## src/rtl/hazard_pkg.sv

```systemverilog
// Shared types and constants for the forwarding/hazard controller.
// Slot rd fields are stored at SLOT_RD_W bits, so REG_AW up to 8 is supported.
package hazard_pkg;

    localparam int unsigned REG_AW_DEFAULT = 5;
    localparam int unsigned SLOT_RD_W      = 8;
    localparam int unsigned FWD_SEL_RF     = 0;

    typedef struct packed {
        logic                 valid;
        logic [SLOT_RD_W-1:0] rd;
        logic                 regwrite;
        logic                 is_load;
    } slot_t;

endpackage

```

## src/rtl/fwd_hazard_ctrl_fwd_select.sv

```systemverilog
// Priority compare of one EX source register against the N forwarding slots;
// the nearest (lowest-numbered) matching slot wins.
module fwd_select
    import hazard_pkg::*;
#(
    parameter  int unsigned NUM_FWD_STAGES = 2,
    parameter  int unsigned RD_W           = SLOT_RD_W,
    localparam int unsigned SEL_W          = $clog2(NUM_FWD_STAGES + 1)
) (
    input  logic                             en,
    input  logic [RD_W-1:0]                  src,
    input  logic [NUM_FWD_STAGES-1:0]        cand_valid,
    input  logic [NUM_FWD_STAGES*RD_W-1:0]   cand_rd,
    output logic [SEL_W-1:0]                 sel
);

    logic found;

    always_comb begin
        sel   = SEL_W'(FWD_SEL_RF);
        found = 1'b0;
        for (int unsigned k = 0; k < NUM_FWD_STAGES; k++) begin
            if (!found && en && cand_valid[k] && (cand_rd[k*RD_W +: RD_W] == src)) begin
                sel   = SEL_W'(k + 1);
                found = 1'b1;
            end
        end
    end

endmodule

```

## src/rtl/fwd_hazard_ctrl.sv

```systemverilog
// Forwarding and hazard controller: shadow slots EX..S[N], bypass selects,
// load-use stall and the optional mul/div EX hold (enabled by HAZ_MULDIV_EN).
module fwd_hazard_ctrl
    import hazard_pkg::*;
#(
    parameter  int unsigned NUM_FWD_STAGES = 2,
    parameter  int unsigned REG_AW         = REG_AW_DEFAULT,
    parameter  int unsigned MD_LAT         = 4,
    localparam int unsigned FWD_W          = $clog2(NUM_FWD_STAGES + 1)
) (
    input  logic              clk,
    input  logic              rst,
    input  logic              valid_ID,
    input  logic [REG_AW-1:0] rs1_ID,
    input  logic [REG_AW-1:0] rs2_ID,
    input  logic [REG_AW-1:0] rd_ID,
    input  logic              RegWrite_ID,
    input  logic              MemRead_ID,
    input  logic              MulDiv_ID,
    input  logic              flush,
    output logic [FWD_W-1:0]  ForwardA,
    output logic [FWD_W-1:0]  ForwardB,
    output logic              stall,
    output logic              ex_busy
);

    slot_t                              ex_slot;
    slot_t                              ex_nxt;
    slot_t                              id_slot;
    logic [SLOT_RD_W-1:0]               ex_rs1, ex_rs2;
    logic [SLOT_RD_W-1:0]               ex_rs1_nxt, ex_rs2_nxt;
    slot_t [NUM_FWD_STAGES:1]           fwd_slot;
    logic                               load_use;
    logic [NUM_FWD_STAGES-1:0]          cand_valid;
    logic [NUM_FWD_STAGES*SLOT_RD_W-1:0] cand_rd;

    always_comb begin
        id_slot          = '0;
        id_slot.valid    = valid_ID;
        id_slot.rd       = SLOT_RD_W'(rd_ID);
        id_slot.regwrite = RegWrite_ID;
        id_slot.is_load  = MemRead_ID;
    end

    // Load-use is only meaningful when EX is free to advance.
    assign load_use = !ex_busy && ex_slot.valid && ex_slot.is_load && ex_slot.regwrite
                      && (ex_slot.rd != '0) && valid_ID
                      && ((ex_slot.rd == SLOT_RD_W'(rs1_ID)) || (ex_slot.rd == SLOT_RD_W'(rs2_ID)));

    assign stall = !flush && (load_use || ex_busy);

    always_comb begin
        ex_nxt     = ex_slot;
        ex_rs1_nxt = ex_rs1;
        ex_rs2_nxt = ex_rs2;
        if (flush || (!ex_busy && load_use)) begin
            ex_nxt     = '0;
            ex_rs1_nxt = '0;
            ex_rs2_nxt = '0;
        end else if (!ex_busy) begin
            ex_nxt     = id_slot;
            ex_rs1_nxt = SLOT_RD_W'(rs1_ID);
            ex_rs2_nxt = SLOT_RD_W'(rs2_ID);
        end
    end

    always_ff @(posedge clk) begin
        if (rst) begin
            ex_slot  <= '0;
            ex_rs1   <= '0;
            ex_rs2   <= '0;
            fwd_slot <= '0;
        end else begin
            ex_slot     <= ex_nxt;
            ex_rs1      <= ex_rs1_nxt;
            ex_rs2      <= ex_rs2_nxt;
            fwd_slot[1] <= ex_busy ? '0 : ex_slot;
            for (int unsigned k = 2; k <= NUM_FWD_STAGES; k++) begin
                fwd_slot[k] <= fwd_slot[k-1];
            end
        end
    end

`ifdef HAZ_MULDIV_EN
    localparam int unsigned MD_CW = (MD_LAT > 1) ? $clog2(MD_LAT) : 1;

    logic [MD_CW-1:0] md_cnt;
    logic             md_start;

    // A mul/div starts exactly when the ID fields are accepted into EX.
    assign md_start = !flush && !ex_busy && !load_use && valid_ID && MulDiv_ID;

    always_ff @(posedge clk) begin
        if (rst || flush) begin
            md_cnt <= '0;
        end else if (md_cnt != '0) begin
            md_cnt <= md_cnt - 1'b1;
        end else if (md_start) begin
            md_cnt <= MD_CW'(MD_LAT - 1);
        end
    end

    assign ex_busy = (md_cnt != '0);
`else
    localparam int unsigned unused_md_lat = MD_LAT;
    logic unused_muldiv;

    assign unused_muldiv = MulDiv_ID;
    assign ex_busy       = 1'b0;
`endif

    always_comb begin
        cand_valid = '0;
        cand_rd    = '0;
        for (int unsigned k = 1; k <= NUM_FWD_STAGES; k++) begin
            cand_valid[k-1] = fwd_slot[k].valid && fwd_slot[k].regwrite && (fwd_slot[k].rd != '0);
            cand_rd[(k-1)*SLOT_RD_W +: SLOT_RD_W] = fwd_slot[k].rd;
        end
    end

    fwd_select #(
        .NUM_FWD_STAGES (NUM_FWD_STAGES),
        .RD_W           (SLOT_RD_W)
    ) u_fwd_a (
        .en         (ex_slot.valid),
        .src        (ex_rs1),
        .cand_valid (cand_valid),
        .cand_rd    (cand_rd),
        .sel        (ForwardA)
    );

    fwd_select #(
        .NUM_FWD_STAGES (NUM_FWD_STAGES),
        .RD_W           (SLOT_RD_W)
    ) u_fwd_b (
        .en         (ex_slot.valid),
        .src        (ex_rs2),
        .cand_valid (cand_valid),
        .cand_rd    (cand_rd),
        .sel        (ForwardB)
    );

endmodule

```

## config.mk

```make
export PLATFORM = sky130hd
export DESIGN_NAME = fwd_hazard_ctrl
export DESIGN_NICKNAME = d
export VERILOG_FILES = /design/src/rtl/hazard_pkg.sv /design/src/rtl/fwd_hazard_ctrl_fwd_select.sv /design/src/rtl/fwd_hazard_ctrl.sv
export SDC_FILE = /design/constraint.sdc
export NUM_CORES = 1
export LEC_CHECK = 0
export ABC_AREA = 1
export BUFFER_PORTS_ARGS = -buffer_cell sky130_fd_sc_hd__buf_2
export CELL_PAD_IN_SITES_DETAIL_PLACEMENT = 1
export CELL_PAD_IN_SITES_GLOBAL_PLACEMENT = 1
export CORE_ASPECT_RATIO = 0.7
export CORE_MARGIN = 5
export CORE_UTILIZATION = 41
export CTS_CLUSTER_SIZE = 25
export DETAILED_ROUTE_END_ITERATION = 8
export GPL_TIMING_DRIVEN = 0
export PLACE_DENSITY_LB_ADDON = 0.1
export SYNTH_ARGS = -nofsm -noshare
export SYNTH_HDL_FRONTEND = slang
export SYNTH_SLANG_ARGS = --single-unit
```

## constraint.sdc

```tcl
create_clock -name clk -period 2.8 [get_ports clk]
set_clock_uncertainty 0.1 [all_clocks]
set_input_delay 0.42 -clock clk [delete_from_list [all_inputs] [get_ports clk]]
set_output_delay 0.42 -clock clk [all_outputs]
set_load 0.05 [all_outputs]
```

==> metrics.yaml <==
yosys-top-cells-area: "dfxtp_1 (46%), nor2_1 (11%), inv_1 (11%), nand2_1 (9.3%), xnor2_1 (6.2%)"
ys_seq_area_frac: 0.455
fmax_mhz: 458
rsz0062_at_grt: "no"
setup_viol: 0
avgSynthCellArea_sq_um: 7.11
final.setup.tns_ps: 0
hold_path_class: "primary input to flop"
coreArea_sq_um: 3230
min_period_ps: 2180
power.density_nw_per_um2: 558
critPathLaunchType: "flop"
cts-root-buf: "clkbuf_8"
nFillCells: 434
combPwrFrac: 0.100
dp_cells: 270
grt_max_degree: 11
die_height_microns: 59.0
yosysWarnings: 0
p_leak_nw: 0.877
avgRoutedWirePerCell_microns: 12.4
diodes: 0
drc: 0
outcome: "completed"
synth_cells: 198
arrival_ps: 1660
grt_pass1_vias: 1315
maxCapViolCount: 0
gr-total-overflow: 0
p_int_mw: 0.706
rows: 17
clockPowerShare: 0.387
synth_common_cells: "nor2_1 (41), inv_1 (40), nand2_1 (35)"
critical_path_class: "flop to primary output"
grt.total_usage: 0.170
post-route-util: 0.521
routed_via_density: 4.39
postCtsHoldBufs: 0
synth_cell_types: 19
clk_pin_slew_worst_paths_ps: 60
final_nets: 252
finalHoldViolCount: 0
areaGrowthSynthToFinish_pct: 19.6
synth_edf_count: 0
peakVddDrop_mv: 0.315
sw_frac_of_total: 0.250
die_x_microns: 80.0
cts.sinks: 32
cts_buffers: 5
seq_area_sq_um: 641
cts_tree: "built"
drtPass1Iterations: 4
synth_top_area_share: 0.455
grt_pass1_wl_microns: 5970
clock_latency_ps: 290
syn-cell-area_sq_um: 1410
yosys.area.top_type: "dfxtp_1"
io_pins: 28
synth_nets: 220
gp_congestion: 0.864
die_area_sq_um: 4720
hpwl_microns: 2800
cts_setup_buffers: 0
ant_nets: 0
period_share: 0.779
instances_no_fill: 278
maxSlewViolCount: 0
synth_ff_type: "dfxtp_1"
port_buffers: 25
cp-end-kind: "primary output"
whs_path_depth: 3
cp_max_fo: 4
p_seq_frac: 0.513
p_switching_mw: 0.235
ctsResizeCount: 0
h-tree-depth: 2
ys_ff_latch: 32
multi_input_area_sq_um: 594
worstPathRequired_ps: 2280
routed_wirelength_microns: 3440
yosysMostFrequentCell: "nor2_1"
start_util: 0.435
clockBufferDepth: 2
drt_iter0_markers: 35
vias: 1221
antenna_found_initial: 0
ys_async_sr_fraction: 0
final_layout_size_suffix_gt1_frac: 0.182
reg2regPathDepth: 10
[power by group through the flow]
stage               logic (mW)  registers (mW)  clock network, mW
floorplan               0.0609           0.489                  0
global placement        0.0897           0.492                  0
detailed placement      0.0941           0.492                  0
CTS                     0.0949           0.482              0.375
global route             0.106           0.484              0.401
finish                  0.0940           0.482              0.364
[per-layer routing]
layer | up-vias | routed length (microns) | track usage
met1 | 549 | 1680 | 0.214
met4 | 0 | 63 | 0.0651
met3 | 6 | 193 | 0.0653
met5 | - | 0 | 0
li1 | 643 | - | -
met2 | 23 | 1510 | 0.267
[registers in the layout, summed over array words and instances (netlist names)]
signal and count:
cand_rd 10, ex_slot 8, ex_rs1 5, ex_rs2 5, fwd_slot 4
[kinds of logic after synthesis]
logic type | count (synthesis) | share of synthesized area
and+or+nand+nor | 103 | 0.312
xor gates and xnor gates | 15 | 0.0933
other | 1 | 0.00266
DFF | 32 | 0.455
AOI/OAI and AO/OA | 4 | 0.0142
buffers and inverters | 43 | 0.123
[placed cells by master, fill, tap and decap left out, types with 2 or more instances in the layout]
cell,count
nor3_1,7
xor2_1,5
dfxtp_1,32
clkbuf_8,6
o21ai_0,3
nand3_1,9
xnor2_1,10
clkinv_2,2
buf_2,25
nor2_1,41
nand4_1,4
nor2_2,2
or2_2,3
nand2_1,35
inv_1,40
[cell type report]
cell class	instances	area share
sequential	32	0.380
multi-input combinational	123	0.353
inverter	40	0.0892
timing repair buffer	25	0.0743
clock buffer	6	0.0490
tap	47	0.0349
buffer	3	0.0134
clock inverter	2	0.00594
[stage by stage]
| stage | cell area [sq um] | power [mW] | hold slack, ps | setup slack [ps] |
|---|---|---|---|---|
| after floorplan | 1410 | 0.550 | 311 | -80.7 |
| after global placement | 1590 | 0.581 | 323 | 864 |
| after detailed placement | 1590 | 0.587 | 324 | 834 |
| after CTS | 1680 | 0.952 | 233 | 596 |
| after global routing | 1680 | 0.991 | 242 | 485 |
| final | 1680 | 0.940 | 241 | 619 |
[final timing paths]
kind | slack [ps] | start | end
setup reg to reg | 1230 | ex_slot[3]$_SDFF_PP0_ | ex_slot[10]$_SDFF_PP0_
hold / removal | 240 | rd_ID[2] | ex_slot[4]$_SDFF_PP0_
hold reg to reg | 340 | ex_slot[1]$_SDFF_PP0_ | fwd_slot[1]$_SDFF_PP0_
setup / recovery | 620 | ex_slot[3]$_SDFF_PP0_ | stall
[critical path, cell delays in order (launching register included)]
cell and delay [ps]:
dfxtp_1 350, inv_1 110, nand2_1 80, nand2_1 50, nor2_1 190, nand3_1 100, nand2_1 90, nand2_2 70
nor2_1 80, buf_2 260
Note: power is estimated with default switching activity, not from simulation.
